`src/rtl/phy_tx_sched.sv`:
```
// PHY transmit link bring-up FSM and four-lane round-robin byte scheduler.
// Define PHY_TX_SCHED_SKP_EN to insert periodic SKP_SYM skip slots in ACTIVE.
module phy_tx_sched #(
  parameter int          TRAIN_LEN    = 16,
  parameter int          LOCK_TIMEOUT = 64,
  parameter logic [7:0]  COM_SYM      = 8'hBC,
  parameter int          SKP_PERIOD   = 256,
  parameter logic [7:0]  SKP_SYM      = 8'h1C
) (
  input  logic       clk_4f,
  input  logic       reset,
  input  logic [7:0] data_0p,
  input  logic [7:0] data_1p,
  input  logic [7:0] data_2p,
  input  logic [7:0] data_3p,
  input  logic       valid_0p,
  input  logic       valid_1p,
  input  logic       valid_2p,
  input  logic       valid_3p,
  input  logic       idle_in,
  output logic       grant_0,
  output logic       grant_1,
  output logic       grant_2,
  output logic       grant_3,
  output logic [7:0] data_000,
  output logic       valid_000,
  output logic       inserter,
  output logic [1:0] link_state,
  output logic       lock_err
);

  localparam logic [1:0] S_TRAIN = 2'b00;
  localparam logic [1:0] S_WAIT  = 2'b01;
  localparam logic [1:0] S_ACT   = 2'b10;

  localparam int CMAX = (TRAIN_LEN > LOCK_TIMEOUT) ?
                        TRAIN_LEN : LOCK_TIMEOUT;
  localparam int CW   = $clog2(CMAX + 1);

  logic [1:0]    state_q;
  logic [1:0]    state_d;
  logic [CW-1:0] cnt_q;
  logic          set_err;

  logic [3:0]    vld;
  logic [7:0]    din [4];
  logic [3:0]    gnt;
  logic [1:0]    gsel;
  logic [1:0]    idx;
  logic [1:0]    last_q;
  logic          skip_slot;
  logic          arb_en;
  logic [7:0]    d_nxt;
  logic          v_nxt;

  assign vld    = {valid_3p, valid_2p, valid_1p, valid_0p};
  assign din[0] = data_0p;
  assign din[1] = data_1p;
  assign din[2] = data_2p;
  assign din[3] = data_3p;

  assign grant_0    = gnt[0];
  assign grant_1    = gnt[1];
  assign grant_2    = gnt[2];
  assign grant_3    = gnt[3];
  assign link_state = state_q;

  always_ff @(posedge clk_4f or posedge reset) begin
    if (reset) begin
      state_q  <= S_TRAIN;
      cnt_q    <= '0;
      lock_err <= 1'b0;
    end else begin
      state_q <= state_d;
      if (state_d != state_q)
        cnt_q <= '0;
      else if (state_q != S_ACT)
        cnt_q <= cnt_q + CW'(1);
      if (set_err)
        lock_err <= 1'b1;
    end
  end

  // Unused encoding 11 behaves as TRAIN.
  always_comb begin
    state_d = state_q;
    set_err = 1'b0;
    case (state_q)
      S_WAIT: begin
        if (idle_in) begin
          state_d = S_ACT;
        end else if (cnt_q == CW'(LOCK_TIMEOUT - 1)) begin
          state_d = S_TRAIN;
          set_err = 1'b1;
        end
      end
      S_ACT: state_d = S_ACT;
      default: begin
        if (cnt_q == CW'(TRAIN_LEN - 1))
          state_d = S_WAIT;
        else
          state_d = S_TRAIN;
      end
    endcase
  end

`ifdef PHY_TX_SCHED_SKP_EN
  localparam int SW = (SKP_PERIOD > 1) ? $clog2(SKP_PERIOD) : 1;

  logic [SW-1:0] skp_q;

  always_ff @(posedge clk_4f or posedge reset) begin
    if (reset)
      skp_q <= '0;
    else if (state_q != S_ACT)
      skp_q <= '0;
    else if (skp_q == SW'(SKP_PERIOD - 1))
      skp_q <= '0;
    else
      skp_q <= skp_q + SW'(1);
  end

  assign skip_slot = (state_q == S_ACT) &&
                     (skp_q == SW'(SKP_PERIOD - 1));
`else
  logic unused_skp;
  assign unused_skp = ^{SKP_SYM, SKP_PERIOD[0]};
  assign skip_slot  = 1'b0;
`endif

  assign arb_en = (state_q == S_ACT) && !skip_slot;

  // Search last+1 .. last+4; the fourth step wraps back onto last.
  always_comb begin
    gnt  = '0;
    gsel = last_q;
    idx  = last_q;
    if (arb_en) begin
      for (int k = 1; k < 5; k++) begin
        idx = last_q + 2'(k);
        if (gnt == '0 && vld[idx]) begin
          gnt[idx] = 1'b1;
          gsel     = idx;
        end
      end
    end
  end

  always_comb begin
    d_nxt = COM_SYM;
    v_nxt = 1'b0;
    if (skip_slot) begin
      d_nxt = SKP_SYM;
      v_nxt = 1'b1;
    end else if (gnt != '0) begin
      d_nxt = din[gsel];
      v_nxt = 1'b1;
    end
  end

  always_ff @(posedge clk_4f or posedge reset) begin
    if (reset) begin
      data_000  <= 8'h00;
      valid_000 <= 1'b0;
      inserter  <= 1'b1;
      last_q    <= 2'd3;
    end else begin
      data_000  <= d_nxt;
      valid_000 <= v_nxt;
      inserter  <= (state_d != S_ACT);
      if (gnt != '0)
        last_q <= gsel;
    end
  end

endmodule

```
`config.mk`:
```
export PLATFORM = sky130hd
export DESIGN_NAME = phy_tx_sched
export DESIGN_NICKNAME = d
export VERILOG_FILES = /design/src/rtl/phy_tx_sched.sv
export SDC_FILE = /design/constraint.sdc
export NUM_CORES = 1
export LEC_CHECK = 0
export BUFFER_PORTS_ARGS = -buffer_cell sky130_fd_sc_hd__buf_2
export CORE_AREA = 2 2 64 91
export CTS_CLUSTER_SIZE = 28
export DETAILED_ROUTE_END_ITERATION = 7
export DIE_AREA = 0 0 66 93
export HOLD_SLACK_MARGIN = 0.06
export SLEW_MARGIN = 0
export SYNTH_ARGS = -nofsm -noshare
export SYNTH_HDL_FRONTEND = slang
export SYNTH_SLANG_ARGS = --single-unit
```
`constraint.sdc`:
```
create_clock -name clk_4f -period 6.05 [get_ports clk_4f]
set_input_delay 0.605 -clock clk_4f [delete_from_list [all_inputs] [get_ports clk_4f]]
set_output_delay 0.605 -clock clk_4f [all_outputs]
set_load 0.1 [all_outputs]
```
Word-level counts from Yosys, hierarchy flattened:

Index checks and enable logic that the tools add are counted.

* add/sub/neg operators: 4
* order comparisons: 9
* eq/ne operators: 7
* mux-type cells: 43
* bitwise operators: 4
* reduce and logical (&&, ||, !) cells: 12

Operators with widths (count)
* $mux 4: 8
* $mux 8: 3
* $bmux 8 s2: 1
* $mux 2: 7
* $mux 7: 2
* $mux 1: 13
* $logic_not 4->1: 3
* $lt 2x3->1 const B: 4
* $or 4x4->4: 3
* $bmux 1 s2: 4
* $demux 1 s2: 4
* $ge 2x1->1 const B: 4
* $add 7x1->7 const B: 1
* $eq 7x4->1 const B: 1
* $eq 7x6->1 const B: 1
* $logic_and 1x1->1: 7
* $add 2x2->2 const B: 2
* $ne 2x2->1 const B: 2
* $pmux 2 s2: 1
* $reduce_bool 4->1: 1
* $ge 3x3->1 const B: 1
* $not 2->3: 1
* $add 2x1->2 const B: 1
* $eq 2x1->1 const B: 1
* 3 further kinds: 3

* flip-flop bits (word level): 22
* input bits: 39
* word-level logic and storage cells: 86

Logic depth before layout (Yosys ltp):

Gate-level depths: netlist of the first run.

* depth after elaboration: 24
* gate-level depth with buffers: 13
* gate-level depth less buffers: 10

Worst setup path after synthesis of the first run:

No wires, ideal clock.

* kind: register to output
* start point: reg last_q[0]
* end point: out grant_3
* data arrival time: 4.842 ns
* data required time: 5.445 ns
* setup slack: 0.603 ns
* cell stages (with the launch flop): 12
* path buffers: 2
* path through: dfstp_2 > buf_6 > inv_1 > ha_1 > clkbuf_1 > mux4_2 > nand2_1 > nand2_1 > nand4b_1 > nor4_1 > nand2_1 > a21boi_0

* word-level cells in the longest chain between the ends: 19
* elaborated cells on any way between the ends: 48
* those cells by class: add/sub (3); order compare (8); mux (24); bitwise (3); reduce/logical (10)

RTL lines
* start, declared: line 50 `logic [1:0] last_q;`
* start signal, assigned: line 172 `last_q <= gsel;`
* $add 2x1->2: line 140 `idx = last_q + 2'(k);`
* $lt 2x3->1 (implied by the code) or $ge 2x1->1 (tied branches): line 142 `gnt[idx] = 1'b1;`
* $logic_and 1x1->1 (implied by the code): line 142
* $mux 1 (implied by the code): line 142
* $demux 1 s2: line 142
* $mux 4: line 141 `if (gnt == '0 && vld[idx]) begin`
* $mux 4: line 138 `if (arb_en) begin`
* $logic_not 4->1: line 141
* [... 3 more ...]
* $logic_not 4->1: line 141
* $logic_and 1x1->1: line 141
* $mux 4: line 141
* $mux 4: line 138
* $logic_not 4->1: line 141
* $logic_and 1x1->1: line 141
* $mux 4 (*): line 141
* $mux 4 (*): line 138
* end, declared: line 24 `output logic grant_3,`

Mark *: on every way between the ends. The rest lies on a longest branch, timed or not. The select of a mux whose other input is x is not followed.

Worst setup path in the final report of the first run:

Ends and elaborated chain as after synthesis.

==> results.json, run 1 <==
{
  "status": "finished clean",
  "cts_tree": "done",
  "initial_utilization_pct": 33.7,
  "pin_count": 56,
  "antenna_left": 0,
  "final_area_um2": 2190,
  "track_usage_pct": 14.5,
  "first_pass_iters": 4,
  "hold_class": "reg2reg",
  "root_buffer": "clkbuf_8",
  "synth.distinct_cells": 56,
  "drtIter0Drc": 89,
  "gr-total-overflow": 0,
  "die_y_um": 93,
  "cts_buffer_depth": 2,
  "fin_crit_sh_pct": 73.2,
  "async_reset_ff_share_pct": 100,
  "slew_headroom_pct": 44.0,
  "layout-drive-gt1-share_pct": 33.1,
  "synthDominantCellAreaShare_pct": 26.3,
  "ys_warn_count": 0,
  "coreArea_um2": 5370,
  "p_per_area_nw_per_um2": 290,
  "ys.flop_type": "dfrtp_1",
  "syn_inst": 190,
  "setup_violations": 0,
  "critPathCaptureType": "output pin",
  "area_delta_synth_final_pct": 21.3,
  "dieWidth_um": 66,
  "wl_mm": 4.18,
  "grt_pass1_wl_mm": 7.13,
  "antenna_found_initial": 0,
  "via_count": 1677,
  "via_per_inst": 5.36,
  "syn_area_um2": 1810,
  "cts-buffers-inserted": 3,
  "max_stage_delay_ns": 0.71,
  "synth_nets": 241,
  "fill_cells": 561,
  "cp_data_required_time_ns": 5.44,
  "wire_per_inst_um": 13.4,
  "path_clk_slew_ns": 0.08,
  "synth-seq-cells": 22,
  "cts.sinks": 22,
  "grt_max_degree": 23,
  "holdBufCountCts": 0,
  "hpwlAfterDp_mm": 3.26,
  "hold_violations": 0,
  "avgSynthCellArea_um2": 9.51,
  "synth-seq-area-share_pct": 30.7,
  "peakVddDrop_mv": 0.135,
  "path_delay_family": "compound AO/OA/AOI/OAI gates",
  "worst_setup_path_start_kind": "register",
  "p_leak_nw": 1.02,
  "regArea_um2": 554,
  "tightestPinTransition_ns": 0.838,
  "final_nets": 297,
  "timing.setup.tns_ns": 0,
  "yosys-top-cells-area": "dfrtp_1 (26%), ha_1 (8.3%), mux2i_1 (6.6%), nand2_1 (4.6%), dfstp_2 (4.4%)",
  "drc": 0,
  "critPathKind": "reg2out",
  "critPathArrivalTime_ns": 3.82,
  "io_buffers": 55,
  "antenna_cells": 0,
  "clock_latency_ns": 0.26,
  "path_cells": "inv_1 -> ha_1 -> mux4_2 -> a21boi_1 -> a32oi_1 -> nor4_1 -> nand2_1 -> a21boi_0 -> buf_2",
  "max_freq_mhz": 226,
  "crit_fanout": 13,
  "drv_slew": 0,
  "synth_edf_count": 0,
  "drv_cap": 0,
  "finalWeightedCongestion": 0.787,
  "rsz0062_at_grt": "false",
  "fin_crit_ns": 4.43,
  "cts_resized": 0,
  "cp.buffers_inverters": 2,
  "cpMaxStageDelayCell": "dfstp_2",
  "yosysTopAreaCell": "dfrtp_1",
  "die-area_um2": 6140,
  "cts.htree.levels": 1,
  "grt_pass1_vias": 1643,
  "place_area_um2": 2140,
  "postCtsSetupBuffers": 0,
  "rows": 32,
  "worst_clock_skew_ns": 0.00739,
  "multi_input_area_um2": 1180
}
metrics by stage:
step | util [%] | std cells | worst slack [ns] | power [W] | hold slack, ns
finish | 40.8 | 313 | 1.62 | 0.000636 | 0.472
detailed placement | 39.8 | 309 | 1.95 | 0.000532 | 0.456
CTS | 40.8 | 313 | 1.65 | 0.000641 | 0.478
global route | 40.8 | 313 | 1.34 | 0.000689 | 0.501
global placement | 39.8 | 309 | 2.05 | 0.000528 | 0.452
floorplan | - | 190 | 0.603 | 0.000463 | 0.465
worst register-to-register path: cells and delay by family (launching register included):
kind | cells | cell delay, ns
AOI/OAI and AO/OA | 2 | 0.66
adders and majority gates | 1 | 0.51
buffers and inverters | 2 | 0.44
DFF | 1 | 0.71
muxes | 3 | 1.07
and+or+nand+nor | 3 | 0.52
final timing paths:
kind | from | to | slack, ns | cells after the start
worst max-delay path | last_q[0] | grant_3 | 1.62 | 9
min in group asynchronous | reset | data_000[4] | 0.49 | 2
worst min register to register | lock_err | lock_err | 0.47 | 1
max in group asynchronous | reset | cnt_q[4] | 5.03 | 2
worst min-delay path | lock_err | lock_err | 0.47 | 1
worst max register to register | last_q[0] | data_000[6] | 2.02 | 11
final cells by class:
type,count,area share [%]
Sequential cell,22,25.3
Inverter,8,1.37
Tap cell,68,3.88
Clock buffer,4,2.51
Multi-Input combinational cell,155,54.0
Timing Repair Buffer,56,12.9
per-layer routing:
metal / vias up / share of wire, % / GRT usage, %
met1: 800 / 40 / 16.7
li1: 820 / - / -
met3: 8 / 3.8 / 0.722
met2: 49 / 54 / 26.8
met5: - / 0 / 0
met4: 0 / 2.6 / 6.80
cells by family (layout without fill, tap and decap cells):
logic type / Yosys count / after routing / share of synthesized area [%]
simple gates: 68 / 68 / 18.2
mux: 24 / 24 / 16.3
buf+inv: 13 / 68 / 3.81
fa+ha+maj: 12 / 12 / 8.31
flops: 22 / 22 / 30.7
xor+xnor: 4 / 4 / 1.94
compound gates: 47 / 47 / 20.7
cells in the final DEF (no fill, tap or decap), drive strengths merged, types with 4 or more instances in the layout:
master and n:
a21oi 6, a22oi 7, buf 56, clkbuf 4
dfrtp 19, ha 12, inv 8, mux2 8
mux2i 13, nand2 22, nor2 21, nor3 4
o21ai 8
synth_stat cells (2+ instances only):
| library cell | n |
|---|---|
| nand3b_1 | 3 |
| ha_1 | 12 |
| a22oi_1 | 7 |
| or4_1 | 2 |
| a22o_1 | 3 |
| nor2b_1 | 2 |
| dfrtp_1 | 19 |
| o311ai_0 | 2 |
| xor2_1 | 2 |
| a21boi_1 | 2 |
| o21a_1 | 3 |
| mux2_2 | 5 |
| mux2_1 | 3 |
| or3_1 | 3 |
| dfstp_2 | 3 |
| o21ai_2 | 3 |
| nand2_1 | 22 |
| nand4b_1 | 2 |
| mux4_2 | 2 |
| nor3_1 | 4 |
| a21oi_1 | 6 |
| o21ai_0 | 5 |
| mux2i_1 | 12 |
| xnor2_1 | 2 |
| inv_1 | 8 |
| nand3_1 | 2 |
| nor2_1 | 21 |
| buf_6 | 2 |
where the power goes:
part / switching, W / total (W) / internal, W
sequential: 0.0000312 / 0.000207 / 0.000176
combinational: 0.000189 / 0.000323 / 0.000134
clock: 0.0000476 / 0.000106 / 0.0000580
state kept, by name (all words and copies together) (netlist names):
name / flops
lock_err: 1
valid_000: 1
cnt_q: 7
last_q: 2
data_000: 8
inserter: 1
link_state: 2
Power figures use the tool's default switching activity.
==> run 2, diff against run 1 <==
clock period = 3.6 ns   (was 6.05 ns; I/O delays follow)
==> run 2 against run 1 <==
Compared with the run above: non-clock buffer count increased by 20; highest routed layer unchanged; final cell count increased by 6.4%; count of clock-buffer cells in the layout unchanged; combinational power increased by 120%; critical path type is now reg2reg; core utilization increased by 5.8 points.
==> results.json, run 2 (synthesized netlist as in run 1, its figures left out) <==
{
  "switching_share_pct": 41.5,
  "status": "finished clean",
  "final_cell_mix": "buf_2 (51), nand2_1 (21), nor2_1 (21)",
  "dp.cells": 320,
  "setup.worst_path.end": "data_000[6]",
  "hold_violations": 0,
  "p_sw_w": 0.000514,
  "total_power_w": 0.00124,
  "path_cells": "clkinvlp_4 -> ha_2 -> buf_4 -> or2_2 -> a2111oi_2 -> o21ai_0 -> a32oi_2 -> buf_4 -> nor4_4 -> buf_4 -> or3_1 -> and3_2 -> a22o_1",
  "seqPwrFrac_pct": 27.2,
  "path_delay_family": "compound AO/OA/AOI/OAI gates",
  "max_freq_mhz": 280,
  "clock_latency_ns": 0.26,
  "initial_utilization_pct": 33.7,
  "grt_pass1_vias": 1757,
  "tightestPinTransition_ns": 0.845,
  "crit_fanout": 9,
  "cts-buffers-inserted": 3,
  "rrSetupSlack_ns": 0.02,
  "rsz0062_at_grt": "true",
  "gr-usage-met3_pct": 2.17,
  "regArea_um2": 554,
  "cpMaxStageDelayCell": "dfstp_2",
  "dieWidth_um": 66,
  "place_area_um2": 2300,
  "critPathArrivalTime_ns": 3.73,
  "slew_headroom_pct": 43.6,
  "root_buffer": "clkbuf_8",
  "final_util_pct": 46.7,
  "use_met1_pct": 17.6,
  "finalWeightedCongestion": 0.903,
  "antenna_left": 0,
  "startpoint": "last_q[1]",
  "wire_per_inst_um": 13.5,
  "cts_tree": "done",
  "busiest_layer": "met2",
  "p_leak_nw": 1.14,
  "r2r-start": "last_q[1]",
  "multi_input_area_um2": 1280,
  "worst_clock_skew_ns": 0.00333,
  "cts.htree.levels": 1,
  "worst_setup_path_start_kind": "register",
  "wl_mm": 4.49,
  "die_y_um": 93,
  "io_buffers": 55,
  "p_per_area_nw_per_um2": 495,
  "via_count": 1771,
  "layout-drive-gt1-share_pct": 43.4,
  "drc": 0,
  "drv_slew": 0,
  "hpwlAfterDp_mm": 3.35,
  "final_nets": 317,
  "area_delta_synth_final_pct": 38.6,
  "setup_violations": 0,
  "rows": 32,
  "met2_usage_pct": 27.9,
  "largest_register_ff_count": 8,
  "timing.setup.tns_ns": 0,
  "antenna_found_initial": 0,
  "drv_cap": 0,
  "antenna_cells": 0,
  "regMostFlops": "data_000",
  "fill_cells": 544,
  "pin_count": 56,
  "critPathCaptureType": "register",
  "die-area_um2": 6140,
  "cts_buffer_depth": 2,
  "drtIter0Drc": 63,
  "r2r-end": "data_000[6]",
  "peakVddDrop_mv": 0.222,
  "comb_power_share_pct": 58.4,
  "fin_crit_ns": 3.58,
  "clkPwrFrac_pct": 14.4,
  "max_stage_delay_ns": 0.56,
  "track_usage_pct": 15.2,
  "reg_top3": "data_000: 8 flops, cnt_q: 7 flops",
  "cp.buffers_inverters": 4,
  "first_pass_iters": 6,
  "critPathKind": "reg2reg",
  "gr-total-overflow": 0,
  "grt_pass1_wl_mm": 7.56,
  "layout_commonest_cell": "buf_2",
  "coreArea_um2": 5370,
  "fin_crit_sh_pct": 99.3,
  "path_clk_slew_ns": 0.08,
  "crit_cells": 13,
  "final_area_um2": 2500,
  "via_per_inst": 5.32,
  "fin_cells": 333,
  "cp_data_required_time_ns": 3.76,
  "grt_max_degree": 23,
  "cpMostUsedCell": "buf_4",
  "cts.sinks": 22,
  "hold_class": "in2async",
  "p_int_w": 0.000724,
  "reg2reg_depth": 13
}
[run 2: worst min path at each step]
stage	from	to	slack [ns]	cells past startpoint
CTS	reset	data_000[2]	0.29	2
detailed placement	lock_err	lock_err	0.46	1
floorplan	reset	cnt_q[0]	0.35	1
global placement	lock_err	lock_err	0.45	1
finish	reset	data_000[2]	0.25	2
global route	reset	data_000[2]	0.35	2
[run 2: worst reg2reg max path, cell delays in order (launching register included)]
cell and delay (ns):
dfstp_2 0.56, clkinvlp_4 0.14, ha_2 0.22, buf_4 0.15, or2_2 0.30, a2111oi_2 0.42
o21ai_0 0.20, a32oi_2 0.22, buf_4 0.19, nor4_4 0.06, buf_4 0.14, or3_1 0.35
and3_2 0.30, a22o_1 0.22
[run 2: area by class of cell]
cell class / count / share of cell area, %
Inverter: 8 / 1.35
Multi-Input combinational cell: 155 / 51.1
Clock buffer: 4 / 2.20
Tap cell: 68 / 3.40
Timing Repair Buffer: 76 / 19.8
Sequential cell: 22 / 22.1
[run 2: per-layer routing]
metal / wire length (um) / vias up / share of wire [%]
met5: 0 / - / 0
met4: 121 / 0 / 2.7
met1: 1790 / 840 / 40
met2: 2360 / 63 / 52
met3: 227 / 11 / 5.1
li1: - / 857 / -
[run 2: metrics by stage]
step | worst slack, ns | hold slack [ns]
global route | -0.0863 | 0.346
detailed placement | 0.0730 | 0.457
finish | 0.0246 | 0.254
CTS | -0.00589 | 0.293
floorplan | 0.00172 | 0.347
global placement | 0.0693 | 0.451
[run 2: what timing repair did]
action,4_1_cts,5_1_grt
pin swaps,0,5
gates resized for setup,1,15
setup endpoints to repair,1,13
hold buffers,0,0
setup buffers,0,9
[run 2: power by group through the flow]
stage | clock [W] | sequential, W | combinational, W
after global placement | 0 | 0.000339 | 0.000596
after CTS | 0.000184 | 0.000335 | 0.000608
final | 0.000179 | 0.000336 | 0.000723
after floorplan | 0 | 0.000350 | 0.000439
after global routing | 0.000190 | 0.000345 | 0.000798
after detailed placement | 0 | 0.000340 | 0.000599
==> run 3, diff against run 2 <==
PLACE_DENSITY_LB_ADDON = 0.08   (was unset)
==> run 3 against run 2 <==
Compared with the run above: non-clock buffer count down 1; sequential share of layout area increased by 0.27 points; total power is 5.3% lower; global-route usage increased by 0.57 points; die area stayed put; wire length is 4.3% higher; via count fell by 1.4%; first-iteration DRC count increased by 33%; flip-flop and latch count unchanged; setup slack improved by 0.070 ns; clock power down 10%; sequential power about the same; largest power group unchanged.
==> results.json, run 3 (synthesized netlist as in run 1, its figures left out) <==
{
  "critPathCaptureType": "register",
  "worst_setup_path_start_kind": "register",
  "largest_register_ff_count": 8,
  "fin_hold_ws_ns": 0.258,
  "tightestPinTransition_ns": 0.860,
  "place_area_um2": 2330,
  "cts_tree": "done",
  "p_per_area_nw_per_um2": 474,
  "clkPwrFrac_pct": 13.7,
  "hold_class": "in2async",
  "fin_crit_sh_pct": 97.4,
  "slew_headroom_pct": 42.6,
  "peakVddDrop_mv": 0.253,
  "drc": 0,
  "regMostFlops": "data_000",
  "area_delta_synth_final_pct": 36.9,
  "die-area_um2": 6140,
  "final_area_um2": 2470,
  "switching_share_pct": 42.1,
  "timing.setup.tns_ns": 0,
  "status": "finished clean",
  "comb_power_share_pct": 57.7,
  "final_cell_mix": "buf_2 (51), nand2_1 (21), nor2_1 (21)",
  "wire_per_inst_um": 14.1,
  "rows": 32,
  "initial_utilization_pct": 33.7,
  "p_sw_w": 0.000494,
  "holdBufCountCts": 0,
  "via_per_inst": 5.24,
  "p_leak_nw": 1.13,
  "max_freq_mhz": 285,
  "grt_pass1_vias": 1732,
  "total_power_w": 0.00117,
  "die_y_um": 93,
  "io_buffers": 55,
  "rsz0062_at_grt": "true",
  "cts.sinks": 22,
  "critPathKind": "reg2reg",
  "antenna_left": 0,
  "pin_count": 56,
  "root_buffer": "clkbuf_8",
  "layout_commonest_cell": "buf_2",
  "fill_cells": 555,
  "worst_clock_skew_ns": 0.00579,
  "clock_latency_ns": 0.27,
  "drtIter0Drc": 84,
  "cts.htree.levels": 1,
  "drv_cap": 0,
  "hold_violations": 0,
  "fin_cells": 333,
  "antenna_cells": 0,
  "reg_top3": "data_000: 8 flops, cnt_q: 7 flops",
  "path_clk_slew_ns": 0.08,
  "finalWeightedCongestion": 0.787,
  "antenna_found_initial": 0,
  "grt_max_degree": 23,
  "cts_buffer_depth": 2,
  "dieWidth_um": 66,
  "gr-total-overflow": 0,
  "cp_data_required_time_ns": 3.76,
  "fin_crit_ns": 3.51,
  "coreArea_um2": 5370,
  "wl_mm": 4.69,
  "p_int_w": 0.000678,
  "crit_fanout": 8,
  "cts-buffers-inserted": 3,
  "dp.cells": 322,
  "hpwlAfterDp_mm": 3.61,
  "grt_pass1_wl_mm": 7.76,
  "setup_violations": 0,
  "track_usage_pct": 15.7,
  "first_pass_iters": 4,
  "drv_slew": 0,
  "critPathArrivalTime_ns": 3.66,
  "seqPwrFrac_pct": 28.5,
  "via_count": 1746,
  "final_nets": 317,
  "layout-drive-gt1-share_pct": 40.8
}
-- run 3: worst max-delay path, cell delays in order, from the launching register on --
cell	delay, ns
dfstp_2	0.54
inv_1	0.09
ha_1	0.22
or4_1	0.58
a21bo_2	0.30
o21ai_2	0.14
o21ai_2	0.12
or3b_1	0.42
o41a_1	0.45
a21boi_1	0.15
buf_4	0.18
a22o_1	0.22
-- run 3: repair_timing --
item,4_1_cts,5_1_grt
pin swaps,0,2
resized for setup,1,6
gates cloned,0,1
setup endpoints to repair,1,5
setup buffers,0,6
-- run 3: per-stage QoR --
| stage | utilization [%] | setup WS (ns) |
|---|---|---|
| 6_report | 46.1 | 0.0947 |
| 5_1_grt | 46.1 | -0.0165 |
| 4_1_cts | 44.3 | 0.0676 |
| 3_5_place_dp | 43.4 | 0.120 |
| 3_3_place_gp | 43.4 | 0.119 |
| 2_1_floorplan | - | 0.00172 |
-- run 3: layout make-up --
type / count / area, um2 / share of cell area [%]
Clock buffer: 4 / 45.0 / 1.82
Inverter: 8 / 30.0 / 1.21
Multi-Input combinational cell: 156 / 1260 / 51.0
Sequential cell: 22 / 554 / 22.4
Tap cell: 68 / 85.1 / 3.44
Timing Repair Buffer: 75 / 498 / 20.1
-- run 3: worst paths after layout --
path | start | to | slack (ns) | depth (start not counted)
min reg2reg | lock_err | lock_err | 0.46 | 1
min | reset | cnt_q[3] | 0.26 | 2
min in group clk_4f | data_3p[3] | data_000[3] | 0.40 | 3
max | last_q[0] | data_000[1] | 0.09 | 11
max in group asynchronous | reset | data_000[1] | 2.81 | 2
max reg2reg | last_q[0] | data_000[1] | 0.09 | 11
-- run 3: layer usage --
metal  track usage [%]  up-vias  wire (um)
met2              28.5       43       2530
met4              7.14        0        172
met3              1.44       15        143
li1                  -      862          -
met5                 0        -          0
met1              18.3      826       1840
-- run 3: power by group through the flow --
stage	Clock, W	Sequential, W	Combinational (W)
floorplan	0	0.000350	0.000439
global placement	0	0.000340	0.000627
detailed placement	0	0.000341	0.000620
CTS	0.000169	0.000336	0.000629
global route	0.000180	0.000345	0.000750
finish	0.000161	0.000335	0.000677
